File: src/rtl/multdiv_sequencer_if.sv
// Operand/control/result bundle for the sequential multiply/divide unit.
// master drives operands and start pulses; slave returns result, flags and status.
interface multdiv_sequencer_if;
    logic [31:0] data_operandA;
    logic [31:0] data_operandB;
    logic        ctrl_MULT;
    logic        ctrl_DIV;
    logic [31:0] data_result;
    logic        data_exception;
    logic        data_resultRDY;
    logic        busy;

    modport master (
        output data_operandA, data_operandB, ctrl_MULT, ctrl_DIV,
        input  data_result, data_exception, data_resultRDY, busy
    );

    modport slave (
        input  data_operandA, data_operandB, ctrl_MULT, ctrl_DIV,
        output data_result, data_exception, data_resultRDY, busy
    );
endinterface

File: src/rtl/multdiv_sequencer.sv
// Sequential 32-bit signed multiplier (radix-4 Booth, 16 cycles) and
// restoring divider (32 cycles) sharing one 66-bit working register.
module multdiv_sequencer (
    input  logic                  clk,
    input  logic                  reset,
    multdiv_sequencer_if.slave    bus
);
    typedef enum logic [1:0] {IDLE, MUL, DIV, DONE} state_t;

    state_t      state_reg, state_next;
    logic [5:0]  cnt_reg;
    logic [65:0] work_reg;
    logic [31:0] a_reg, b_reg;
    logic [31:0] result_reg;
    logic        exception_reg;

    logic        start;
    logic [31:0] a_mag, b_mag;

    assign start = bus.ctrl_MULT | bus.ctrl_DIV;
    assign a_mag = bus.data_operandA[31] ? (~bus.data_operandA + 32'd1) : bus.data_operandA;
    assign b_mag = b_reg[31] ? (~b_reg + 32'd1) : b_reg;

    // Booth step: sum is kept 35 bits wide because acc + 2M can exceed the 33-bit range
    logic [34:0] mcand, pp, booth_sum;
    logic [65:0] booth_next;
    always_comb begin
        mcand = {{3{a_reg[31]}}, a_reg};
        pp    = 35'd0;
        case (work_reg[2:0])
            3'b001, 3'b010: pp = mcand;
            3'b011:         pp = mcand << 1;
            3'b100:         pp = ~(mcand << 1) + 35'd1;
            3'b101, 3'b110: pp = ~mcand + 35'd1;
            default:        pp = 35'd0;
        endcase
        booth_sum  = {{2{work_reg[65]}}, work_reg[65:33]} + pp;
        booth_next = {booth_sum[34:2], booth_sum[1:0], work_reg[32:2]};
    end

    // Restoring divide step: remainder in [65:33], quotient shifts in at [32:1]
    logic [32:0] div_shift, div_rem;
    logic [33:0] div_diff;
    logic        div_ge;
    logic [65:0] div_next;
    always_comb begin
        div_shift = {work_reg[64:33], work_reg[32]};
        div_diff  = {1'b0, div_shift} - {2'b00, b_mag};
        div_ge    = ~div_diff[33];
        div_rem   = div_ge ? div_diff[32:0] : div_shift;
        div_next  = {div_rem, work_reg[31:1], div_ge, 1'b0};
    end

    logic [31:0] mul_result, div_result, quot;
    logic        mul_exc, div_exc, quot_neg;
    always_comb begin
        mul_result = work_reg[32:1];
        mul_exc    = work_reg[64:33] != {32{work_reg[32]}};
        quot       = work_reg[32:1];
        quot_neg   = a_reg[31] ^ b_reg[31];
        div_result = quot_neg ? (~quot + 32'd1) : quot;
        // a positive quotient with bit 31 set only arises from MIN / -1
        div_exc    = ~quot_neg & quot[31];
        if (b_reg == 32'd0) begin
            div_result = 32'd0;
            div_exc    = 1'b1;
        end
    end

    always_ff @(posedge clk or posedge reset) begin
        if (reset)
            state_reg <= IDLE;
        else
            state_reg <= state_next;
    end

    always_comb begin
        state_next = state_reg;
        if (start)
            state_next = bus.ctrl_MULT ? MUL : DIV;
        else begin
            case (state_reg)
                MUL:     if (cnt_reg == 6'd16) state_next = DONE;
                DIV:     if (cnt_reg == 6'd32) state_next = DONE;
                DONE:    state_next = IDLE;
                default: state_next = IDLE;
            endcase
        end
    end

    always_comb begin
        bus.data_resultRDY = (state_reg == DONE);
        bus.busy           = (state_reg == MUL) || (state_reg == DIV);
    end

    always_ff @(posedge clk or posedge reset) begin
        if (reset) begin
            cnt_reg       <= 6'd0;
            work_reg      <= 66'd0;
            a_reg         <= 32'd0;
            b_reg         <= 32'd0;
            result_reg    <= 32'd0;
            exception_reg <= 1'b0;
        end else if (start) begin
            a_reg    <= bus.data_operandA;
            b_reg    <= bus.data_operandB;
            cnt_reg  <= 6'd0;
            work_reg <= bus.ctrl_MULT ? {33'd0, bus.data_operandB, 1'b0}
                                      : {33'd0, a_mag, 1'b0};
        end else begin
            case (state_reg)
                MUL: begin
                    if (cnt_reg == 6'd16) begin
                        result_reg    <= mul_result;
                        exception_reg <= mul_exc;
                    end else begin
                        work_reg <= booth_next;
                        cnt_reg  <= cnt_reg + 6'd1;
                    end
                end
                DIV: begin
                    if (cnt_reg == 6'd32) begin
                        result_reg    <= div_result;
                        exception_reg <= div_exc;
                    end else begin
                        work_reg <= div_next;
                        cnt_reg  <= cnt_reg + 6'd1;
                    end
                end
                default: ;
            endcase
        end
    end

    assign bus.data_result    = result_reg;
    assign bus.data_exception = exception_reg;
endmodule

File: src/flat_wrapper.sv
// flat-port wrapper written by rule: the top's interface ports become plain ports
module multdiv_sequencer_flat 
  (clk, reset, bus_data_operandA, bus_data_operandB, bus_ctrl_MULT, bus_ctrl_DIV, bus_data_result, bus_data_exception, bus_data_resultRDY, bus_busy);
  multdiv_sequencer_if bus_i ();
  input  logic clk;
  input  logic reset;
  input wire logic [$bits(bus_i.data_operandA)-1:0] bus_data_operandA;
  input wire logic [$bits(bus_i.data_operandB)-1:0] bus_data_operandB;
  input wire logic [$bits(bus_i.ctrl_MULT)-1:0] bus_ctrl_MULT;
  input wire logic [$bits(bus_i.ctrl_DIV)-1:0] bus_ctrl_DIV;
  output wire logic [$bits(bus_i.data_result)-1:0] bus_data_result;
  output wire logic [$bits(bus_i.data_exception)-1:0] bus_data_exception;
  output wire logic [$bits(bus_i.data_resultRDY)-1:0] bus_data_resultRDY;
  output wire logic [$bits(bus_i.busy)-1:0] bus_busy;
  assign bus_i.data_operandA = bus_data_operandA;
  assign bus_i.data_operandB = bus_data_operandB;
  assign bus_i.ctrl_MULT = bus_ctrl_MULT;
  assign bus_i.ctrl_DIV = bus_ctrl_DIV;
  assign bus_data_result = bus_i.data_result;
  assign bus_data_exception = bus_i.data_exception;
  assign bus_data_resultRDY = bus_i.data_resultRDY;
  assign bus_busy = bus_i.busy;
  multdiv_sequencer u_core (.clk(clk), .reset(reset), .bus(bus_i));
endmodule
File: config.mk
export PLATFORM = sky130hd
export DESIGN_NAME = multdiv_sequencer_flat
export DESIGN_NICKNAME = d
export VERILOG_FILES = /design/src/rtl/multdiv_sequencer_if.sv /design/src/rtl/multdiv_sequencer.sv /design/src/flat_wrapper.sv
export SDC_FILE = /design/constraint.sdc
export NUM_CORES = 1
export LEC_CHECK = 0
export CAP_MARGIN = 20
export CELL_PAD_IN_SITES_DETAIL_PLACEMENT = 0
export CELL_PAD_IN_SITES_GLOBAL_PLACEMENT = 1
export CORE_ASPECT_RATIO = 0.9
export CORE_UTILIZATION = 45
export DETAILED_ROUTE_END_ITERATION = 16
export PLACE_DENSITY_LB_ADDON = 0.1
export SYNTH_ARGS = -nofsm -noshare
export SYNTH_HDL_FRONTEND = slang
export SYNTH_SLANG_ARGS = --single-unit
File: constraint.sdc
create_clock -name clk -period 6.1 [get_ports clk]
set_clock_uncertainty 0.05 [all_clocks]
set_input_delay 0.61 -clock clk [delete_from_list [all_inputs] [get_ports clk]]
set_output_delay 0.61 -clock clk [all_outputs]
set_load 0.1 [all_outputs]
==> results.txt, run 1 <==
The later pin in the worst-skew pair is clocked with a latency of between 400 and 500 ps. The core area is 0.0329 mm². For this run, the post-layout net count is 2181. STA classifies the critical path startpoint as a register. The biggest fanout along the worst timing path is 8. The worst path arrival time came out at roughly 5900 ps. The final clock period utilization by the worst path came out at 0.921. In this run the worst hold path is classified as reg2reg. The fraction of power spent switching nets is 0.499. The number of buffers created by CTS is 17. The post-synth design cell area is 0.0150 mm². The detailed placer's ending HPWL is 41.1 mm. The switching power total is 0.00279 W. Counting every sink on the clock net gives 171.

The worst-case IR drop observed on VDD is 0.475 mV. Compared with the post-synthesis result, the final layout area differs by 12.7%. The via count of the first global-routing pass came out at 13800. The number of library cell types mapped by synthesis came out at 76. Based on the critical path, the design can be clocked at up to between 0.15 and 0.2 GHz.

Of the total power, combinational logic draws 0.527. The worst setup path startpoint is u_core.a_reg[5]. The slowest stage cell on the critical path is sky130_fd_sc_hd__a311oi_1. The peak per-stage delay on the critical path is ~600 ps. The clock tree synthesis step divided the H-tree into 4 levels. The share of synthesized flip-flops with an asynchronous set or reset came out at 1.00.

For the worst setup path, the data required time is 6370 ps. The floorplan step defined a die boundary enclosing 0.0341 mm². In the layout the commonest cells are 399 x sky130_fd_sc_hd__nand2_1, 203 x sky130_fd_sc_hd__o21ai_0, 171 x sky130_fd_sc_hd__dfrtp_1. The count of placed standard cells including taps is 2438. The number of flip-flops under the largest register name came out at 66.

The post-route DRC violation count is 0. The violation count after the first detailed-routing iteration is 1528. The number of vias in the routed layout is roughly 15000. The clock-pin transition on the worst setup and hold timing paths came out at approximately 70 ps.

The cell leakage power came out at ~7.3 nW. The worst setup path is captured at a register. The relative max-transition margin is 0.312. The overall global routing resource usage is 0.320. Prior to clock tree synthesis, the placed netlist has a worst setup slack of 538 ps. For this run, the detailed router's first-pass iteration total came to 5.

The number of top-level pins came out at a little over 100. The number of buffers inserted to repair setup after CTS came out at 0. The library cell used most frequently in the layout, excluding fill and tap cells, is sky130_fd_sc_hd__nand2_1. The number of warnings issued by yosys is 0. The worst register-to-register path begins at u_core.a_reg[5]. The count of fill cells added during filler insertion is 3212.

The actual transition at the worst max-transition pin is 1030 ps. The setup slack after layout is slightly below 500 ps. The initial standard-cell utilization of the core came out at 0.457. The via-per-instance ratio is 6.11. The count of pins over their slew limit is 0. The number of hold buffers added after cts came out at 0. The flow ran to the end, and the final reports show no timing, DRC or antenna violations.

The post-route minimum period came out at 5620 ps. The synthesized design contains 0 enable-type register cells. The setup TNS after final layout is 0 ps.

Post-CTS repair changed the size of 0 cells. The per-cell routed wire length came out at 22.0 µm. Setup violations remaining at the end of the flow were counted as 0. The count of buffers added on input and output ports is 102. The post-synthesis instance total came out at 2005. The number of failing hold endpoints at the final stage came to 0. The width of the die came out at approximately 200 µm. The share of cells above drive strength 1 came out at 0.0454. The startpoint of the tightest hold check path is u_core.bus.data_result[9]. The fraction of power consumed by the clock network is 0.187. The type of the worst setup path is reg2reg. The floorplan die height came out at 175 µm. The total detailed-routing wirelength is 54.3 mm. For this run, the register share of the synthesized area comes to 0.285.

The average instance in the mapped netlist occupies about 7.5 µm². The critical path goes through nor4_1 > and2_1 > nand2_1 > or2_1 > or3_1 > and2_1 > xor2_1 > a22oi_1 > nor2_1 > a221o_1 > ha_1 > and2_1 > nand2_1 > nor2_1 > nand3_1 > a211oi_1 > nor2_1 > a311oi_1 > mux2i_1 > a2111oi_0 > o221ai_1. In this run, synthesis produced a sequential element count of around 170. The number of nets handed over by synthesis was 2150. The number of cells in the finished layout apart from fillers came out at roughly 2500. The number of antenna violations at the first check in global routing came out at 0.

In this run the core area contains 63 standard-cell rows. The sequential share of power is 0.286. The tool flagged a number of max-cap violations equal to 0. For this run the aggregate overflow at the end of global routing stands at 0. 0 antenna diodes ended up in the layout. The final weighted congestion in routability-driven placement is 0.952. The residual antenna-violating net count after detailed routing came out at 0. Setup repair after global routing left no endpoint under its margin. Power spread over the standard cell area amounts to 331 mW/mm².

The maximum number of pins on one net before global-route repair is 74. The cell internal power dissipation came out at 0.00281 W. The tree is rooted in a sky130_fd_sc_hd__clkbuf_16. The TritonCTS clock tree is yes. No sink is reached through more buffers than the 2 on the longest clock path. The wire length of the first global-routing pass came out at 83.4 mm. For this run, the leading register cell type out of synthesis is sky130_fd_sc_hd__dfrtp_1.
[layer usage]
| layer | part of all wire | track usage | routed length [µm] | vias up |
|---|---|---|---|---|
| met1 | 0.48 | 0.480 | 26000 | 7271 |
| met4 | 0.013 | 0.0691 | 714 | 0 |
| met2 | 0.44 | 0.478 | 23700 | 556 |
| li1 | - | - | - | 7200 |
| met5 | 0 | 0 | 0 | - |
| met3 | 0.072 | 0.0511 | 3940 | 54 |
[Yosys cell counts (13+ instances only)]
cell type / number / area, µm²
sky130_fd_sc_hd__a211oi_1: 31 / 233
sky130_fd_sc_hd__a21o_1: 39 / 293
sky130_fd_sc_hd__a21oi_1: 140 / 701
sky130_fd_sc_hd__a221oi_1: 15 / 131
sky130_fd_sc_hd__a22oi_1: 19 / 143
sky130_fd_sc_hd__a31oi_1: 14 / 87.6
sky130_fd_sc_hd__buf_1: 13 / 48.8
sky130_fd_sc_hd__clkbuf_1: 101 / 379
sky130_fd_sc_hd__dfrtp_1: 171 / 4280
sky130_fd_sc_hd__ha_1: 75 / 938
sky130_fd_sc_hd__inv_1: 42 / 158
sky130_fd_sc_hd__mux2i_1: 36 / 360
sky130_fd_sc_hd__nand2_1: 400 / 1500
sky130_fd_sc_hd__nand3_1: 38 / 190
sky130_fd_sc_hd__nand4_1: 13 / 81.3
sky130_fd_sc_hd__nor2_1: 167 / 627
sky130_fd_sc_hd__nor3_1: 41 / 205
sky130_fd_sc_hd__nor4_1: 22 / 138
sky130_fd_sc_hd__o211ai_1: 14 / 105
sky130_fd_sc_hd__o21ai_0: 203 / 1020
sky130_fd_sc_hd__o31ai_1: 27 / 203
sky130_fd_sc_hd__or3_1: 19 / 119
sky130_fd_sc_hd__or4_1: 15 / 113
sky130_fd_sc_hd__xnor2_1: 86 / 753
sky130_fd_sc_hd__xor2_1: 96 / 841
[power by group through the flow]
stage | Combinational (W) | Sequential, W | Clock, W
6_report | 0.00295 | 0.00160 | 0.00105
5_1_grt | 0.00317 | 0.00163 | 0.00110
4_1_cts | 0.00292 | 0.00160 | 0.00106
3_5_place_dp | 0.00291 | 0.00162 | 0
3_3_place_gp | 0.00290 | 0.00161 | 0
2_1_floorplan | 0.00148 | 0.00220 | 0
[kinds of logic after synthesis]
logic type | count (synthesis) | share of synthesized area
AO/OA/AOI/OAI | 585 | 0.242
XOR/XNOR | 182 | 0.106
adder cells (fa/ha/maj) | 77 | 0.0652
buffers and inverters | 161 | 0.0407
flip-flops | 171 | 0.285
multiplexers | 43 | 0.0293
AND/OR/NAND/NOR | 786 | 0.232
[final cells by class]
type,instances,area [µm²],share of cell area
clock buffers,21,470,0.0278
clock inverters,9,62.6,0.00370
inverters,42,163,0.00962
multi-input cells,1673,10200,0.601
flip-flops and latches,171,4280,0.253
well taps,422,528,0.0312
repair buffers,131,1250,0.0741
[worst paths after layout]
| check | to | slack (ps) | depth (start not counted) |
|---|---|---|---|
| max in group asynchronous | u_core.work_reg[64] | 4210 | 3 |
| min reg2reg | u_core.bus.data_result[9] | 430 | 2 |
| max | u_core.work_reg[62] | 480 | 21 |
| max reg2reg | u_core.work_reg[62] | 480 | 21 |
| min in group asynchronous | u_core.work_reg[5] | 600 | 2 |
| min | u_core.bus.data_result[9] | 430 | 2 |
[stage by stage]
| step | total power (W) | hold WS [ps] | cell area [µm²] | util |
|---|---|---|---|---|
| final | 0.00560 | 431 | 16900 | 0.515 |
| after global routing | 0.00590 | 458 | 16900 | 0.515 |
| after CTS | 0.00558 | 441 | 16900 | 0.514 |
| after detailed placement | 0.00452 | 425 | 16400 | 0.497 |
| after global placement | 0.00451 | 419 | 16400 | 0.497 |
| after floorplan | 0.00368 | 422 | 15000 | - |
[critical path, delay by kind of cell (launching register included)]
family / cells / cell delay [ps]
mux: 1 / 150
simple gates: 12 / 2410
xor+xnor: 1 / 150
compound gates: 6 / 1900
fa+ha+maj: 1 / 350
flops: 1 / 460
Power figures use the tool's default switching activity.
==> run 2: changes to the inputs <==
--- a/config.mk
+++ b/config.mk
@@ -5,6 +5,7 @@
 export SDC_FILE = /design/constraint.sdc
 export NUM_CORES = 1
 export LEC_CHECK = 0
+export ABC_CLOCK_PERIOD_IN_PS = 6100
 export CAP_MARGIN = 20
 export CELL_PAD_IN_SITES_DETAIL_PLACEMENT = 0
 export CELL_PAD_IN_SITES_GLOBAL_PLACEMENT = 1
@@ -12,6 +13,7 @@
 export CORE_UTILIZATION = 45
 export DETAILED_ROUTE_END_ITERATION = 16
 export PLACE_DENSITY_LB_ADDON = 0.1
+export SLEW_MARGIN = 30
 export SYNTH_ARGS = -nofsm -noshare
 export SYNTH_HDL_FRONTEND = slang
 export SYNTH_SLANG_ARGS = --single-unit
==> run 2 against run 1 <==
Non-clock buffer count decreased by 1. Die area did not move. Global-route usage unchanged. Via count up 0.84%. Final cell count is essentially flat. Critical path depth unchanged. Critical path type unchanged. Critical endpoint unchanged. Largest cell class unchanged.
==> results.txt, run 2 (synthesis results as in run 1) <==
The flow ran to the end, and the final reports show no timing, DRC or antenna violations. The via count of the first global-routing pass is 13800. The actual transition at the worst max-transition pin came out at 1020 ps.

The first detailed-routing pass took 5 iterations. Clock-pin slew was measured on the worst setup and hold paths at 70 ps. The number of cells in the finished layout apart from fillers came out at between 2000 and 2500. The share of total power dissipated in combinational logic is 0.526. The width of the die is 195 µm. In this run the worst hold path is classified as reg2reg. The relative max-transition margin came out at 0.317. STA classifies the critical path startpoint as a register. The global route total overflow is 0.

The ratio of total power to cell area is 332 mW/mm². The H-tree depth is 4. Based on the critical path, the design can be clocked at up to 0.178 GHz. Clock tree synthesis selected as its root buffer the cell sky130_fd_sc_hd__clkbuf_16.

Of all nets on the critical path, the largest fanout is 8. In the routed layout, each cell is associated on average with a via count of 6.16. The final clock period utilization by the worst path is 0.924. The switching power total came out at 0.00279 W. After floorplanning, the core was sized to cover 0.0329 mm². The number of vias in the routed layout came out at 15200. The number of placed instances, taps included, is 2438. Cell internal power was estimated by the tool at 0.00281 W. STA puts the critical path data required time at 6370 ps. The library cell used most frequently in the layout, excluding fill and tap cells, is sky130_fd_sc_hd__nand2_1.

The number of failing hold endpoints at the final stage came out at 0. The smallest clock period supported by the final layout is computed as 5630 ps. Summing all multi-input logic gate instances after layout gives ~0.010 mm². The number of flip-flops under the largest register name is 66. The number of buffers inserted to repair setup after CTS is 0. The wire length of the first global-routing pass is ~83 mm. The worst setup path is of the reg2reg kind. The worst path arrival time is 5910 ps. The per-cell routed wire length came out at 22.0 µm. The number of I/O port buffers came out at 102. 103 I/O pins were placed. The post-route DRC violation count came out at 0. Setup repair after global routing left no endpoint under its margin. The overall global routing resource usage is 0.320. The count of fill cells added during filler insertion came out at between 3000 and 4000. The congestion estimate from routability-driven global placement came to 0.952. The initial standard-cell utilization of the core came out at 0.457.

The capturing element type of the critical path is a register. The number of rows created at floorplan is 63. The fraction of power spent switching nets is 0.499. The number of buffers created by CTS is 17.

The total detailed-routing wirelength came out at between 50 and 60 mm. Entering global routing, the biggest net connects 74 pins. The number of antenna violations at the first check in global routing is 0.

The residual antenna-violating net count after detailed routing is 0. The total setup violations reported at the end of the flow is 0. The total inserted antenna cells came out at 0. The max capacitance violation total came out at 0. The total die area is 0.0341 mm². IR analysis of the VDD net gives a maximum drop of 0.475 mV. The maximum root-to-sink buffer count is 2.

The floorplan die height is around 180 µm. The sequential share of power is 0.287. TritonCTS built the clock tree. Buffers inserted to repair hold after CTS numbered 0. The setup TNS after final layout is 0 ps.

The share of cells above drive strength 1 is 0.0459. The fraction of power consumed by the clock network came out at 0.187. The number of nets in the layout is 2180. The violation count after the first detailed-routing iteration is roughly 1600. Detailed placement finished with a half-perimeter wire length of a little over 40 mm.

The top cell types in the final layout, fill and taps aside, are 399 x sky130_fd_sc_hd__nand2_1, 203 x sky130_fd_sc_hd__o21ai_0, 170 x sky130_fd_sc_hd__dfrtp_1. Clock latency on the worst-skew pair, taken at its later pin, is between 400 and 500 ps. The cell leakage power came out at 7.27 nW. The area of all sequential standard cells is approximately 0.0043 mm². The sink count of the clock tree is 171. The number of cells upsized or downsized after cts is 0. The count of pins over their slew limit is 0. The area overhead of the layout relative to synthesis is 12.5%.
[run 2: cell types whose count changed in the layout (fill, tap and decap cells not counted)]
cell,before,now
sky130_fd_sc_hd__buf_16,1,0
sky130_fd_sc_hd__buf_2,1,2
sky130_fd_sc_hd__clkdlybuf4s50_1,101,100
sky130_fd_sc_hd__dfrtp_1,171,170
sky130_fd_sc_hd__dfrtp_2,0,1
[run 2: worst max-delay path, cell delays in order (launching register included)]
cell and delay, ps:
sky130_fd_sc_hd__dfrtp_1 460, sky130_fd_sc_hd__nor4_1 480, sky130_fd_sc_hd__and2_1 230, sky130_fd_sc_hd__nand2_1 130, sky130_fd_sc_hd__or2_1 290, sky130_fd_sc_hd__or3_1 350, sky130_fd_sc_hd__and2_1 180, sky130_fd_sc_hd__xor2_1 150
sky130_fd_sc_hd__a22oi_1 190, sky130_fd_sc_hd__nor2_1 60, sky130_fd_sc_hd__a221o_1 300, sky130_fd_sc_hd__ha_1 350, sky130_fd_sc_hd__and2_1 250, sky130_fd_sc_hd__nand2_1 80, sky130_fd_sc_hd__nor2_1 180, sky130_fd_sc_hd__nand3_1 110
sky130_fd_sc_hd__a211oi_1 240, sky130_fd_sc_hd__nor2_1 100, sky130_fd_sc_hd__a311oi_1 590, sky130_fd_sc_hd__mux2i_1 140, sky130_fd_sc_hd__a2111oi_0 400, sky130_fd_sc_hd__o221ai_1 180
[run 2: cell type report]
cell class,instances,share of cell area
multi-input cells,1673,0.602
flip-flops and latches,171,0.254
inverters,42,0.00964
clock inverters,9,0.00371
well taps,422,0.0313
repair buffers,130,0.0723
clock buffers,21,0.0279
[run 2: worst paths after layout]
check	start	to	slack, ps	cells after the start
min reg2reg	u_core.bus.data_result[9]	u_core.bus.data_result[9]	430	2
max in group asynchronous	reset	u_core.work_reg[64]	4200	3
max	u_core.a_reg[5]	u_core.work_reg[62]	470	21
max reg2reg	u_core.a_reg[5]	u_core.work_reg[62]	470	21
min in group asynchronous	reset	u_core.bus.data_result[12]	600	2
min	u_core.bus.data_result[9]	u_core.bus.data_result[9]	430	2
[run 2: power by group through the flow]
stage          Clock, W  Sequential (W)  Combinational (W)
2_1_floorplan         0         0.00220            0.00148
3_3_place_gp          0         0.00161            0.00290
3_5_place_dp          0         0.00162            0.00291
4_1_cts         0.00106         0.00160            0.00292
5_1_grt         0.00110         0.00163            0.00316
6_report        0.00105         0.00161            0.00294
[run 2: per-stage QoR]
| step | hold slack [ps] | instance area (µm²) | total power (W) | setup slack [ps] | util |
|---|---|---|---|---|---|
| floorplan | 422 | 15000 | 0.00368 | 808 | - |
| global placement | 419 | 16400 | 0.00451 | 623 | 0.497 |
| detailed placement | 425 | 16400 | 0.00452 | 538 | 0.497 |
| CTS | 441 | 16900 | 0.00558 | 519 | 0.514 |
| global route | 458 | 16900 | 0.00589 | 107 | 0.514 |
| finish | 434 | 16900 | 0.00560 | 466 | 0.514 |
[run 2: layer usage]
| layer | track usage | vias up | wire, µm |
|---|---|---|---|
| met5 | 0 | - | 0 |
| met1 | 0.480 | 7352 | 25800 |
| met2 | 0.478 | 599 | 23600 |
| li1 | - | 7200 | - |
| met3 | 0.0511 | 56 | 4200 |
| met4 | 0.0691 | 0 | 786 |
